## config.mk

```make
export PLATFORM = sky130hd
export DESIGN_NAME = maclaurin_controller
export DESIGN_NICKNAME = d
export VERILOG_FILES = /design/src/rtl/maclaurin_controller_pkg.sv /design/src/rtl/maclaurin_controller_slot_flags.sv /design/src/rtl/maclaurin_controller.sv
export SDC_FILE = /design/constraint.sdc
export NUM_CORES = 1
export LEC_CHECK = 0
export ABC_AREA = 1
export CAP_MARGIN = 10
export CORE_AREA = 2 2 66 68
export CTS_CLUSTER_DIAMETER = 30
export DETAILED_ROUTE_END_ITERATION = 10
export DIE_AREA = 0 0 68 70
export PLACE_DENSITY = 0.84
export SYNTH_ARGS = -nofsm -noshare
export SYNTH_HDL_FRONTEND = slang
export SYNTH_SLANG_ARGS = --single-unit
```

## constraint.sdc

```tcl
create_clock -name clk -period 4.2 [get_ports clk]
set_input_delay 0.63 -clock clk [delete_from_list [all_inputs] [get_ports clk]]
set_output_delay 0.63 -clock clk [all_outputs]
set_load 0.05 [all_outputs]
```

## src/rtl/maclaurin_controller_pkg.sv

```systemverilog
// Purpose: shared encodings and sizes for the Maclaurin pipeline sequencing controller.
// Latency: n/a (declarations only).
// Backpressure: n/a.
// Contents: FSM state encoding, ring depth, slot/iteration counter widths.
package maclaurin_controller_pkg;

    // Number of registers in the datapath ring (one operand slot per register).
    localparam int RING_DEPTH = 4;
    localparam int SLOT_W     = 2;
    localparam int ITER_W     = 6;

    typedef enum logic [2:0] {
        ST_IDLE = 3'd0,
        ST_FILL = 3'd1,
        ST_PAD  = 3'd2,
        ST_ITER = 3'd3,
        ST_OUT  = 3'd4
    } state_e;

    localparam logic [SLOT_W-1:0] SLOT_LAST = SLOT_W'(RING_DEPTH - 1);

endpackage

```

## src/rtl/maclaurin_controller_slot_flags.sv

```systemverilog
// Purpose: per-slot valid/error flag file for the 4 operand slots of one batch.
// Latency: writes visible the cycle after wr_en_i; reads are combinational.
// Backpressure: none; the controller decides when to write or clear.
// Ports: clk/rst (sync, active-high), wr_* single-slot write, clr_i clears all
//        slots (wins over a write), rd_idx_i selects the slot driven on rd_*_o.
module maclaurin_controller_slot_flags
    import maclaurin_controller_pkg::*;
(
    input  logic              clk,
    input  logic              rst,
    input  logic              wr_en_i,
    input  logic [SLOT_W-1:0] wr_idx_i,
    input  logic              wr_vld_i,
    input  logic              wr_err_i,
    input  logic              clr_i,
    input  logic [SLOT_W-1:0] rd_idx_i,
    output logic              rd_vld_o,
    output logic              rd_err_o
);

    logic [RING_DEPTH-1:0] vld_q, vld_d;
    logic [RING_DEPTH-1:0] err_q, err_d;

    always_comb begin
        vld_d = vld_q;
        err_d = err_q;
        if (clr_i) begin
            vld_d = '0;
            err_d = '0;
        end else if (wr_en_i) begin
            vld_d[wr_idx_i] = wr_vld_i;
            err_d[wr_idx_i] = wr_err_i;
        end
    end

    always_ff @(posedge clk) begin
        if (rst) begin
            vld_q <= '0;
            err_q <= '0;
        end else begin
            vld_q <= vld_d;
            err_q <= err_d;
        end
    end

    assign rd_vld_o = vld_q[rd_idx_i];
    assign rd_err_o = err_q[rd_idx_i];

endmodule

```

## src/rtl/maclaurin_controller.sv

```systemverilog
// Purpose: sequences a 4-slot recirculating Maclaurin datapath: fill, iterate, drain.
// Latency: first result 4*PASSES cycles after slot 0 loads (no stalls), then 1/cycle.
// Backpressure: out_ready low on a valid slot freezes the ring; inputs taken only in IDLE/FILL.
// Ports: in_* operand handshake (in_last closes a batch early), dp_* datapath
//        controls and read-back, out_* result handshake with slot tag and flags,
//        busy high whenever a batch is in flight.
module maclaurin_controller
    import maclaurin_controller_pkg::*;
#(
    parameter int PASSES = 2
)
(
    input  logic        clk,
    input  logic        rst,
    input  logic        in_valid,
    output logic        in_ready,
    input  logic        in_last,
    input  logic [7:0]  in_x,
    input  logic [2:0]  in_n,
    output logic        dp_src,
    output logic        dp_load,
    output logic [7:0]  dp_x,
    output logic [2:0]  dp_n,
    input  logic [31:0] dp_y,
    input  logic        dp_overflow,
    input  logic        dp_error,
    output logic        out_valid,
    input  logic        out_ready,
    output logic [31:0] out_y,
    output logic [1:0]  out_tag,
    output logic        out_overflow,
    output logic        out_error,
    output logic        busy
);

    // Extra ring trips after the fill pass; the fill itself is the first pass.
    localparam logic [ITER_W-1:0] ITER_LOAD =
        (PASSES > 1) ? ITER_W'(RING_DEPTH * (PASSES - 1) - 1) : '0;
    localparam state_e FILL_EXIT = (PASSES > 1) ? ST_ITER : ST_OUT;

    state_e              state_q, state_d;
    logic [SLOT_W-1:0]   slot_q, slot_d;
    logic [ITER_W-1:0]   iter_q, iter_d;

    logic                fl_wr_en;
    logic                fl_wr_vld;
    logic                fl_wr_err;
    logic                fl_clr;
    logic                cur_vld;
    logic                cur_err;
    logic                out_adv;

    // In OUT the slot counter doubles as the drain index j.
    maclaurin_controller_slot_flags u_slot_flags (
        .clk      (clk),
        .rst      (rst),
        .wr_en_i  (fl_wr_en),
        .wr_idx_i (slot_q),
        .wr_vld_i (fl_wr_vld),
        .wr_err_i (fl_wr_err),
        .clr_i    (fl_clr),
        .rd_idx_i (slot_q),
        .rd_vld_o (cur_vld),
        .rd_err_o (cur_err)
    );

    // Bubble slots drain without a handshake; real slots wait for the consumer.
    assign out_adv = !cur_vld || out_ready;

    always_ff @(posedge clk) begin
        if (rst) begin
            state_q <= ST_IDLE;
            slot_q  <= '0;
            iter_q  <= '0;
        end else begin
            state_q <= state_d;
            slot_q  <= slot_d;
            iter_q  <= iter_d;
        end
    end

    always_comb begin
        state_d   = state_q;
        slot_d    = slot_q;
        iter_d    = iter_q;
        fl_wr_en  = 1'b0;
        fl_wr_vld = 1'b0;
        fl_wr_err = 1'b0;
        fl_clr    = 1'b0;
        case (state_q)
            // IDLE always sits at slot 0, so it shares the FILL accept path.
            ST_IDLE, ST_FILL: begin
                if (in_valid) begin
                    fl_wr_en  = 1'b1;
                    fl_wr_vld = 1'b1;
                    fl_wr_err = dp_error;
                    slot_d    = slot_q + 2'd1;
                    if (slot_q == SLOT_LAST) begin
                        state_d = FILL_EXIT;
                        iter_d  = ITER_LOAD;
                    end else if (in_last) begin
                        state_d = ST_PAD;
                    end else begin
                        state_d = ST_FILL;
                    end
                end
            end
            ST_PAD: begin
                fl_wr_en = 1'b1;
                slot_d   = slot_q + 2'd1;
                if (slot_q == SLOT_LAST) begin
                    state_d = FILL_EXIT;
                    iter_d  = ITER_LOAD;
                end
            end
            ST_ITER: begin
                if (iter_q == '0) begin
                    state_d = ST_OUT;
                end else begin
                    iter_d = iter_q - 6'd1;
                end
            end
            ST_OUT: begin
                if (out_adv) begin
                    slot_d = slot_q + 2'd1;
                    if (slot_q == SLOT_LAST) begin
                        state_d = ST_IDLE;
                        fl_clr  = 1'b1;
                    end
                end
            end
            default: state_d = ST_IDLE;
        endcase
    end

    always_comb begin
        in_ready  = 1'b0;
        dp_src    = 1'b0;
        dp_load   = 1'b0;
        dp_x      = '0;
        dp_n      = '0;
        out_valid = 1'b0;
        out_error = 1'b0;
        case (state_q)
            ST_IDLE, ST_FILL: begin
                in_ready = 1'b1;
                dp_load  = in_valid;
                // Operand is only forwarded when offered, so an idle bus reads 0.
                if (in_valid) begin
                    dp_x = in_x;
                    dp_n = in_n;
                end
            end
            ST_PAD: begin
                dp_load = 1'b1;
            end
            ST_ITER: begin
                dp_src  = 1'b1;
                dp_load = 1'b1;
            end
            ST_OUT: begin
                dp_src    = 1'b1;
                dp_load   = out_adv;
                out_valid = cur_vld;
                out_error = cur_err;
            end
            default: ;
        endcase
    end

    assign out_tag      = slot_q;
    assign out_y        = dp_y;
    assign out_overflow = dp_overflow;
    assign busy         = (state_q != ST_IDLE);

endmodule

```

Yosys cells after proc, flatten, opt, wreduce, memory -nomap -nowiden
Cells that the tools add are included.

cells by class
  multiply operators = 0
  mux-type cells = 40
  eq/ne operators = 11
  shift-type cells = 0
  $add $sub $neg = 2
  bitwise logic cells = 0
  order comparisons = 2
  reductions and logical operators = 15
  divide/modulo/power cells = 0

operators with widths
  operator             count
  $mux 3               7
  $mux 6               3
  $pmux 6 s3           1
  $mux 8               2
  $mux 1               14
  $ne 2x2->1 const B   6
  $pmux 3 s4           1
  $reduce_bool 3->1    3
  $bwmux 4             2
  $mux 2               4
  $reduce_or 2->1      4
  $eq 3x2->1 const B   2
  $logic_not 6->1      1
  $pmux 2 s3           1
  $reduce_and 3->1     2
  $sub 6x1->6 const B  1
  $reduce_and 5->1     1
  $bmux 1 s2           2
  $eq 3x1->1 const B   1
  $eq 3x3->1 const B   1
  $logic_not 3->1      1
  $lt 2x3->1 const B   1
  $pmux 1 s3           1
  $add 2x1->2 const B  1
  other kinds (7)      7

word-level totals
  bits in latches = 0
  register bits after elaboration = 19
  RAM bits = 0
  bits in read-only memories = 0
  output and inout port bits = 52
  input port bits = 50
  memories = 0

Longest topological paths before layout
Gate-level depths: netlist (run 1).

  depth in word-level cells = 7
  gate-level depth with buffers = 9
  depth with buffers taken out = 9

Cells and area by module
Synthesis (run 1) repeated with hierarchy kept, for this count alone.

unflattened totals
  cell total of the unflattened synthesis = 255
  area, all modules = 1496.4 µm²

modules (own cells, without submodules)
  module                           area each (µm²)  times used  cells an instance
  maclaurin_controller             1089.8           1           188
  maclaurin_controller_slot_flags  406.6            1           67

Worst setup path before layout (run 1)
Ideal clock, no wire load.

  path type = reg2out
  from = register state_q[2]
  to = output dp_n[0]
  arrival time = 2.337 ns
  cell stages (with the launch flop) = 7
  path slack = 1.233 ns
  required time = 3.570 ns
  cells stage by stage = dfxtp_1 -> nor2_1 -> nand2_1 -> nand2_1 -> nand2_1 -> buf_2 -> nor2_1

on the way
  word-level cells in the longest chain between the ends = 3
  elaborated cells on any way between the ends = 4

ends and longest elaborated chain
  what                                           line                         text
  from (decl)                                    maclaurin_controller.sv:41   state_e state_q, state_d;
  from (signal assigned)                         maclaurin_controller.sv:76   state_q <= state_d;
  $eq 3x1->1 or $logic_not 3->1 (tied branches)  maclaurin_controller.sv:144  case (state_q)
  $reduce_or 2->1 *                              maclaurin_controller.sv:144
  $mux 3 *                                       maclaurin_controller.sv:144
  to (decl)                                      maclaurin_controller.sv:23   output logic [2:0] dp_n,

Every way passes the cells marked *; elsewhere a longest branch is shown, timed or not.

Final worst setup path (run 1)
  from = input in_valid
  to = output dp_load

on the way
  word-level cells in the longest chain between the ends = 1

ends and longest elaborated chain
  what         line                         text
  from (decl)  maclaurin_controller.sv:15   input logic in_valid,
  $pmux 1 s3   maclaurin_controller.sv:144
  to (decl)    maclaurin_controller.sv:21   output logic dp_load,

Every way passes these cells.

==> results of run 1 <==
==> metrics by stage <==
step | hold slack [ns] | total power, mW | util (%) | std cells
2_1_floorplan | 0.450 | 0.917 | - | 232
3_3_place_gp | 0.459 | 1.04 | 40.2 | 284
3_5_place_dp | 0.476 | 1.05 | 40.2 | 284
4_1_cts | 0.487 | 1.18 | 41.3 | 288
5_1_grt | 0.510 | 1.26 | 41.3 | 288
6_report | 0.479 | 1.17 | 41.3 | 288
==> cells in the mapped netlist, drive strengths merged <==
cell type	n
xnor2	1
nand4	3
a31oi	1
and3	1
nand2	51
inv	32
a21oi	14
o21bai	2
o21ai	11
ha	6
o22ai	1
xor2	2
o211ai	1
nor2	39
buf	35
nand3	12
a211oi	1
dfxtp	19
==> registers in the layout, summed over array words and instances, names as in the netlist <==
signal and flops:
state_q 3, u_slot_flags.vld_q 4, iter_q 6, out_tag 2, u_slot_flags.err_q 4
==> layout make-up <==
cell class	count	area, µm²
Sequential cell	19	380
Timing Repair Buffer	35	350
Fill cell	443	2430
Multi-Input combinational cell	146	749
Inverter	32	120
Tap cell	52	65.1
Clock buffer	3	41.3
Clock inverter	1	5.00
==> power breakdown <==
| group | total [mW] | internal (mW) | switching (mW) |
|---|---|---|---|
| clock | 0.127 | 0.0659 | 0.0609 |
| sequential | 0.275 | 0.221 | 0.0542 |
| combinational | 0.769 | 0.251 | 0.518 |
| total | 1.17 | 0.538 | 0.633 |
==> cell usage in the layout, fill, tap and decap left out <==
| cell | instances |
|---|---|
| a21oi_4 | 1 |
| o21ai_1 | 2 |
| a31oi_1 | 1 |
| o211ai_1 | 1 |
| inv_1 | 29 |
| ha_1 | 6 |
| nand2_4 | 1 |
| clkinv_2 | 1 |
| clkdlybuf4s50_1 | 35 |
| o21bai_1 | 2 |
| a21oi_1 | 11 |
| inv_2 | 3 |
| nand3_1 | 11 |
| xnor2_1 | 1 |
| o21ai_0 | 9 |
| clkbuf_8 | 3 |
| nor2_1 | 37 |
| a21oi_2 | 2 |
| and3_2 | 1 |
| a211oi_1 | 1 |
| o22ai_1 | 1 |
| dfxtp_1 | 19 |
| xor2_1 | 2 |
| nand4_1 | 3 |
| nor2_4 | 2 |
| nand2_1 | 46 |
| nand2_2 | 4 |
| nand3_2 | 1 |
==> how the worst max path moves through the flow <==
stage | endpoint | slack, ns | depth (start not counted)
2_1_floorplan | dp_n[0] | 1.23 | 6
4_1_cts | dp_load | 1.17 | 6
6_report | dp_load | 1.18 | 6
5_1_grt | dp_load | 1.11 | 6
3_3_place_gp | dp_load | 1.19 | 6
3_5_place_dp | dp_load | 1.18 | 6
==> critical path, stage by stage <==
cell	delay, ns
clkdlybuf4s50_1	0.48
inv_1	0.07
a21oi_2	0.22
inv_1	0.12
nand2_1	0.08
clkdlybuf4s50_1	0.80
==> routing by layer <==
layer	GRT usage (%)	vias to the layer above	wire (µm)
met5	0	-	0
met4	2.00	0	13
met3	4.03	4	187
met2	21.9	34	1490
met1	17.8	607	1390
li1	-	703	-
==> cells by family (layout without fill, tap and decap cells) <==
kind of cell             Yosys count  in the layout
AO/OA/AOI/OAI                     31             31
XOR/XNOR                           3              3
adder cells (fa/ha/maj)            6              6
buffers and inverters             67             71
flip-flops                        19             19
AND/OR/NAND/NOR                  106            106
==> run_results.csv, run 1 <==
group,metric,value,unit
logic_synthesis,post_synth_num_cell_types,28,
sta,clock_skew,0.00339,ns
die,initial_core_utilization,36.4,%
global_route,gr-total-overflow,0,
worst_hold_path,hold_path_startpoint,"u_slot_flags.vld_q[2]",
flow_run,cap_violations,0,
drt,first_iter_violations,80,
placement,place_congestion,0.835,
critical_path,timing.critical_path.required,3.57,ns
run_status,status,"completed",
logic_synthesis,muxShareOfSynthArea,0,%
placement,placement.cell_area,1670,µm²
cells_and_area,post-route-cell-area,1710,µm²
drt,dr.pass1.iters,4,
logic_synthesis,synth_adder_area_share,4.98,%
logic_synthesis,synthesis.area_per_instance,6.49,µm²
critical_path,reg_to_reg_critical_path_endpoint,"state_q[2]",
logic_synthesis,synth-compound-area-share,12.4,%
worst_hold_path,timing.hold.worst_path_depth,2,
drt,route.antenna.remaining_nets,0,
drt,wl_per_cell,10.7,µm
clocking,cts_resized,0,
sta,final.period_utilization,71.9,%
power,powerDensity,684,nW/µm²
logic_synthesis,mappedNetlistArea,1510,µm²
critical_path,timing.reg2reg.worst_path_depth,8,
global_route,antenna_found_initial,0,
cells_and_area,layout-area-overhead-vs-synth,13.6,%
critical_path,r2r_slack,2.52,ns
global_route,grt_pass1_vias,1205,
cells_and_area,drive_above_1_share,8.05,%
sta,final-max-slew-violation-count,0,
global_route,grt_max_degree,13,
sta,timing.fmax,331,MHz
die,area_of_the_core,4140,µm²
drt,postRouteWirelength,3080,µm
die,design.portCount,102,
critical_path,element_type_at_the_critical_path_end,"output port",
global_route,global_route_wire_length_before_repair,5220,µm
clocking,cts_hold_buffers,0,
die,std_cell_rows,24,
worst_hold_path,min-delay-path-class,"flip-flop to flip-flop",
critical_path,cp_max_fo,3,
sta,finalWorstPathRequiredPeriod,3.02,ns
clocking,clkSlewWorstSetupHoldPaths,0.07,ns
sta,grt_setup_unrepaired,"no",
sta,final.setup.worst_slack,1.18,ns
logic_synthesis,synth.yosys.seq_area_share,25.2,%
sta,final.setup.tns,0,ns
placement,detailedPlace.worstSlack,1.18,ns
clocking,clock_path_buffers,2,
drt,route.detailed.drc,0,
sta,hold_viol_final,0,
logic_synthesis,synth_fp_nets,288,
power,power.leakage,0.772,nW
logic_synthesis,yosys_register_bits,19,
clocking,tritoncts.num_buffers,3,
critical_path,rr_startpoint,"out_tag[0]",
critical_path,timing_worst_setup_path_type,"input port to output port",
logic_synthesis,top_cell_type_by_total_area_after_synthesis,"dfxtp_1",
drt,vias_per_cell,4.68,
critical_path,cp-start-kind,"input port",
die,horizontal_extent_of_the_die,68,µm
sta,timing.slew.headroom,66.2,%
critical_path,worstSetupStartpoint,"in_valid",
global_route,gr-usage-all-layers,13.5,%
placement,io_port_bufs,35,
clocking,number_of_clock_sinks,19,
sta,finalSetupViolations,0,
drt,dr_total_vias,1348,
logic_synthesis,synthTopCellsByArea,"dfxtp_1, buf_4, nand2_1, nor2_1, inv_1",
logic_synthesis,synth_warnings,0,
logic_synthesis,synth_xor_xnor_area_share,1.74,%
die,dieHeight,70,µm
clocking,tritoncts,"done",
critical_path,cp_data_arrival_time,2.39,ns
logic_synthesis,netlist_instances,232,
worst_hold_path,worst_hold_path.endpoint,"u_slot_flags.vld_q[2]",
logic_synthesis,combinational_family_with_the_most_area_after_synthesis,"simple AND/OR/NAND/NOR gates",
clocking,clock_tree.root_cell,"clkbuf_8",
clocking,clock_latency,0.25,ns
cells_and_area,finish.net_count,293,
cells_and_area,diodes,0,
power,ir_drop,0.345,mV
placement,dp_hpwl,2500,µm
logic_synthesis,share_of_yosys_cell_area_claimed_by_the_top_area_cell_type,25.2,%
logic_synthesis,synth_simple_gate_area_share,30.6,%
clocking,post_cts_setup_buffers,0,
clocking,htree_levels,1,
sta,slew_at_the_pin_closest_to_its_max_slew_limit,0.505,ns
die,design.die.area,4760,µm²
No activity file was read; power rests on OpenSTA's default activity.
==> run 2, diff against run 1 <==
Settings changed: CORE_AREA 2 2 66 68 to 2 2 72 74, DIE_AREA 0 0 68 70 to 0 0 74 76, PLACE_DENSITY 0.84 to 0.75.
Clock period 4.2 ns to 2.4 ns, I/O delays scaled along.
==> run_results.csv, run 2 (synthesized netlist as in run 1, its figures left out) <==
group,metric,value,unit
clocking,htree_levels,1,
global_route,gr-total-overflow,0,
power,power.share.combinational,68.5,%
clocking,clock_tree.root_cell,"clkbuf_8",
clocking,tritoncts.num_buffers,3,
drt,postRouteWirelength,3400,µm
cells_and_area,mostFrequentLayoutCells,"nand2_1, inv_1, nor2_1, clkdlybuf4s50_1, dfxtp_1",
die,dieHeight,76,µm
critical_path,cp-start-kind,"flip-flop",
power,clock_power_share,10.2,%
drt,vias_per_cell,4.43,
sta,finalWorstPathRequiredPeriod,2.13,ns
sta,timing.slew.headroom,65.1,%
clocking,clock_latency,0.26,ns
power,ir_drop,0.355,mV
cells_and_area,finish.net_count,294,
flow_run,cap_violations,0,
die,std_cell_rows,26,
die,design.portCount,102,
clocking,clkSlewWorstSetupHoldPaths,0.08,ns
sta,hold_viol_final,0,
cells_and_area,nFillCells,520,
cells_and_area,diodes,0,
clocking,cts_hold_buffers,0,
drt,dr_total_vias,1359,
global_route,global_route_wire_length_before_repair,5750,µm
sta,finalSetupViolations,0,
die,area_of_the_core,4910,µm²
sta,final.setup.tns,0,ns
clocking,cts_resized,0,
drt,route.detailed.drc,0,
drt,wl_per_cell,11.1,µm
global_route,antenna_found_initial,0,
power,power.leakage,0.841,nW
sta,final-max-slew-violation-count,0,
cells_and_area,layout_top_registers,"iter_q: 6 flops, u_slot_flags.err_q: 4 flops, u_slot_flags.vld_q: 4 flops",
drt,dr.pass1.iters,4,
sta,clock_skew,0.00502,ns
cells_and_area,largest_reg_flops,6,
worst_hold_path,min-delay-path-class,"flip-flop to flip-flop",
sta,grt_setup_unrepaired,"no",
global_route,grt_pass1_vias,1277,
run_status,status,"completed",
power,sw_frac_of_total,52.2,%
cells_and_area,mostFrequentLayoutCell,"nand2_1",
sta,slew_at_the_pin_closest_to_its_max_slew_limit,0.523,ns
power,switching_power_summed_over_all_nets,1.17,mW
cells_and_area,drive_above_1_share,19.4,%
drt,route.antenna.remaining_nets,0,
critical_path,timing_worst_setup_path_type,"flip-flop to output port",
drt,first_iter_violations,82,
die,horizontal_extent_of_the_die,74,µm
sta,final.period_utilization,88.5,%
die,design.die.area,5620,µm²
cells_and_area,largest-register,"iter_q",
placement,io_port_bufs,35,
cells_and_area,layout-area-overhead-vs-synth,24.9,%
critical_path,element_type_at_the_critical_path_end,"output port",
critical_path,timing.critical_path.required,2.04,ns
critical_path,cp_max_fo,8,
die,initial_core_utilization,30.7,%
clocking,tritoncts,"done",
clocking,post_cts_setup_buffers,0,
clocking,clock_path_buffers,2,
critical_path,cp_data_arrival_time,1.77,ns
power,intPower,1.07,mW
sta,timing.fmax,471,MHz
power,share_seq_of_total_power,21.4,%
power,powerDensity,1190,nW/µm²
clocking,number_of_clock_sinks,19,
power,total_power,2.24,mW
placement,dp_hpwl,2710,µm
global_route,gr-usage-all-layers,12.6,%
global_route,grt_max_degree,12,
placement,place_congestion,0.760,
[run 2: cell types whose count changed in the layout (fill, tap and decap cells not counted), moves of 4 or more]
cell,before,now
nor2_1,37,27
buf_4,0,4
buf_12,0,12
nor2_2,0,10
clkdlybuf4s50_1,35,20
[run 2: layer usage]
layer,vias to the layer above,wire (µm),global-route usage [%]
met1,615,1470,15.8
met4,0,48,3.82
li1,703,-,-
met3,6,202,3.70
met2,35,1680,20.7
met5,-,0,0
[run 2: layout make-up]
cell class              count  area (µm²)  share of cell area, %
multi-input cells         146         777                   41.3
repair buffers             36         470                   25.0
flip-flops and latches     19         380                   20.2
inverters                  32         120                   6.38
well taps                  70        87.6                   4.65
clock buffers               3        41.3                   2.19
clock inverters             1        5.00                  0.266
[run 2: worst max-delay path, stage by stage, from the launching register on]
cell and delay [ns]:
dfxtp_1 0.44, inv_2 0.12, nand2_1 0.11, clkdlybuf4s50_1 0.83
[run 2: through the flow]
stage	instance area, µm²	instances	setup slack (ns)	utilization (%)	hold slack, ns
5_1_grt	1880	307	0.176	38.3	0.502
4_1_cts	1880	307	0.255	38.3	0.481
6_report	1880	307	0.275	38.3	0.478
3_5_place_dp	1840	303	0.486	37.4	0.470
3_3_place_gp	1840	303	0.518	37.4	0.461
2_1_floorplan	1530	232	0.0295	-	0.450
[run 2: power groups by stage]
| stage | Clock, mW | Combinational (mW) | Sequential [mW] |
|---|---|---|---|
| 2_1_floorplan | 0 | 1.11 | 0.522 |
| 3_3_place_gp | 0 | 1.51 | 0.484 |
| 3_5_place_dp | 0 | 1.54 | 0.486 |
| 4_1_cts | 0.233 | 1.54 | 0.478 |
| 5_1_grt | 0.248 | 1.68 | 0.490 |
| 6_report | 0.227 | 1.53 | 0.477 |
[run 2: final timing paths]
path                                            start                    end  slack, ns  cells past startpoint
worst max-delay path                       state_q[1]                   busy       0.27                      3
worst min-delay path            u_slot_flags.vld_q[3]  u_slot_flags.vld_q[3]       0.48                      2
worst max register to register             state_q[2]  u_slot_flags.err_q[3]       0.68                     10
worst min register to register  u_slot_flags.vld_q[3]  u_slot_flags.vld_q[3]       0.48                      2
==> run 3, diff against run 2 <==
Settings changed: MAX_ROUTING_LAYER set to met4.
==> run_results.csv, run 3 (synthesized netlist as in run 1, its figures left out) <==
group,metric,value,unit
drt,dr_total_vias,1358,
worst_hold_path,timing.hold.worst_path_depth,2,
cells_and_area,mostFrequentLayoutCells,"nand2_1, inv_1, nor2_1, clkdlybuf4s50_1, dfxtp_1",
drt,routed-wl-met2,1690,µm
global_route,global_route_wire_length_before_repair,5740,µm
die,area_of_the_core,4910,µm²
cells_and_area,layout_top_registers,"iter_q: 6 flops, u_slot_flags.err_q: 4 flops, u_slot_flags.vld_q: 4 flops",
drt,postRouteWirelength,3400,µm
drt,metal3_wl,208,µm
clocking,cts_resized,0,
clocking,tritoncts.num_buffers,3,
global_route,grt_pass1_vias,1277,
global_route,gr-total-overflow,0,
critical_path,timing_worst_setup_path_type,"flip-flop to output port",
placement,place_inst,303,
cells_and_area,layout-area-overhead-vs-synth,24.9,%
clocking,clock_path_buffers,2,
drt,vias_per_cell,4.42,
sta,slew_at_the_pin_closest_to_its_max_slew_limit,0.522,ns
run_status,status,"completed",
placement,dp_hpwl,2710,µm
clocking,clkSlewWorstSetupHoldPaths,0.08,ns
drt,met1_length,1450,µm
clocking,htree_levels,1,
clocking,clock_tree.root_cell,"clkbuf_8",
cells_and_area,finish.net_count,294,
sta,hold_viol_final,0,
die,design.portCount,102,
drt,route.antenna.remaining_nets,0,
clocking,clock_latency,0.26,ns
clocking,number_of_clock_sinks,19,
worst_hold_path,min-delay-path-class,"flip-flop to flip-flop",
drt,wl_per_cell,11.1,µm
critical_path,cp_max_fo,8,
global_route,antenna_found_initial,0,
cells_and_area,drive_above_1_share,19.4,%
critical_path,timing.critical_path.required,2.04,ns
critical_path,element_type_at_the_critical_path_end,"output port",
sta,final.setup.tns,0,ns
cells_and_area,mostFrequentLayoutCell,"nand2_1",
critical_path,cp-start-kind,"flip-flop",
clocking,tritoncts,"done",
drt,route.top_layer_used,"met4",
clocking,cts_hold_buffers,0,
power,power.leakage,0.841,nW
critical_path,largest_stage_delay_on_the_critical_path,0.83,ns
worst_hold_path,worst_hold_path.endpoint,"u_slot_flags.vld_q[3]",
sta,finalSetupViolations,0,
sta,final.period_utilization,88.5,%
cells_and_area,largest-register,"iter_q",
global_route,grt_max_degree,12,
die,design.die.area,5620,µm²
critical_path,timing.reg2reg.worst_path_depth,10,
die,initial_core_utilization,30.7,%
sta,final-max-slew-violation-count,0,
die,dieHeight,76,µm
critical_path,worstPathCellList,"inv_2 > nand2_1 > clkdlybuf4s50_1",
critical_path,reg_to_reg_critical_path_endpoint,"u_slot_flags.err_q[3]",
sta,finalWorstPathRequiredPeriod,2.12,ns
critical_path,cp_data_arrival_time,1.76,ns
cells_and_area,nFillCells,520,
sta,timing.slew.headroom,65.1,%
sta,clock_skew,0.00568,ns
cells_and_area,diodes,0,
power,ir_drop,0.354,mV
power,powerDensity,1190,nW/µm²
sta,timing.fmax,471,MHz
cells_and_area,post_layout_nonfiller_instances,307,
critical_path,critPathSlowestCell,"clkdlybuf4s50_1",
drt,dr.pass1.iters,4,
critical_path,rr_startpoint,"state_q[2]",
clocking,post_cts_setup_buffers,0,
power,total_power,2.23,mW
die,std_cell_rows,26,
placement,io_port_bufs,35,
critical_path,r2r_slack,0.68,ns
global_route,gr-usage-all-layers,12.9,%
worst_hold_path,hold_path_startpoint,"u_slot_flags.vld_q[3]",
cells_and_area,largest_reg_flops,6,
flow_run,cap_violations,0,
drt,first_iter_violations,62,
sta,grt_setup_unrepaired,"no",
placement,place_congestion,0.770,
drt,route.detailed.drc,0,
die,horizontal_extent_of_the_die,74,µm
## run 3: cell counts in the layout (fill, tap and decap cells not counted)
No cell type changed its count.
## run 3: per-layer routing
layer	up-vias	global-route usage [%]
met3	6	3.70
met4	0	3.82
met1	616	15.5
met2	33	20.8
li1	703	-
met5	-	-
## run 3: critical path: cells and delay by family (launching register included)
family,cells,cell delay (ns)
buffers and inverters,2,0.95
DFF,1,0.44
and+or+nand+nor,1,0.11
## run 3: stage by stage
step	setup slack (ns)	hold WS (ns)	area [µm²]	utilization [%]
finish	0.276	0.478	1880	38.3
global route	0.176	0.502	1880	38.3
CTS	0.255	0.481	1880	38.3
detailed placement	0.486	0.470	1840	37.4
global placement	0.518	0.461	1840	37.4
floorplan	0.0295	0.450	1530	-
## run 3: final cells by class
| cell class | instances | area, µm² | area share [%] |
|---|---|---|---|
| clock buffer | 3 | 41.3 | 2.19 |
| tap | 70 | 87.6 | 4.65 |
| multi-input combinational | 146 | 777 | 41.3 |
| inverter | 32 | 120 | 6.38 |
| timing repair buffer | 36 | 470 | 25.0 |
| clock inverter | 1 | 5.00 | 0.266 |
| sequential | 19 | 380 | 20.2 |
## run 3: power by group
part | internal, mW | leakage [nW] | total, mW | switching [mW]
Sequential | 0.387 | 0.155 | 0.478 | 0.0911
Clock | 0.115 | 0.0255 | 0.228 | 0.112
Combinational | 0.566 | 0.660 | 1.53 | 0.963
## run 3: how the worst max path moves through the flow
stage | startpoint | end | slack (ns) | depth (start not counted)
after global routing | state_q[1] | busy | 0.18 | 3
after floorplan | state_q[2] | dp_x[7] | 0.03 | 5
after detailed placement | in_valid | dp_x[3] | 0.49 | 5
after global placement | in_valid | dp_load | 0.52 | 6
final | state_q[1] | busy | 0.28 | 3
after CTS | state_q[1] | busy | 0.25 | 3
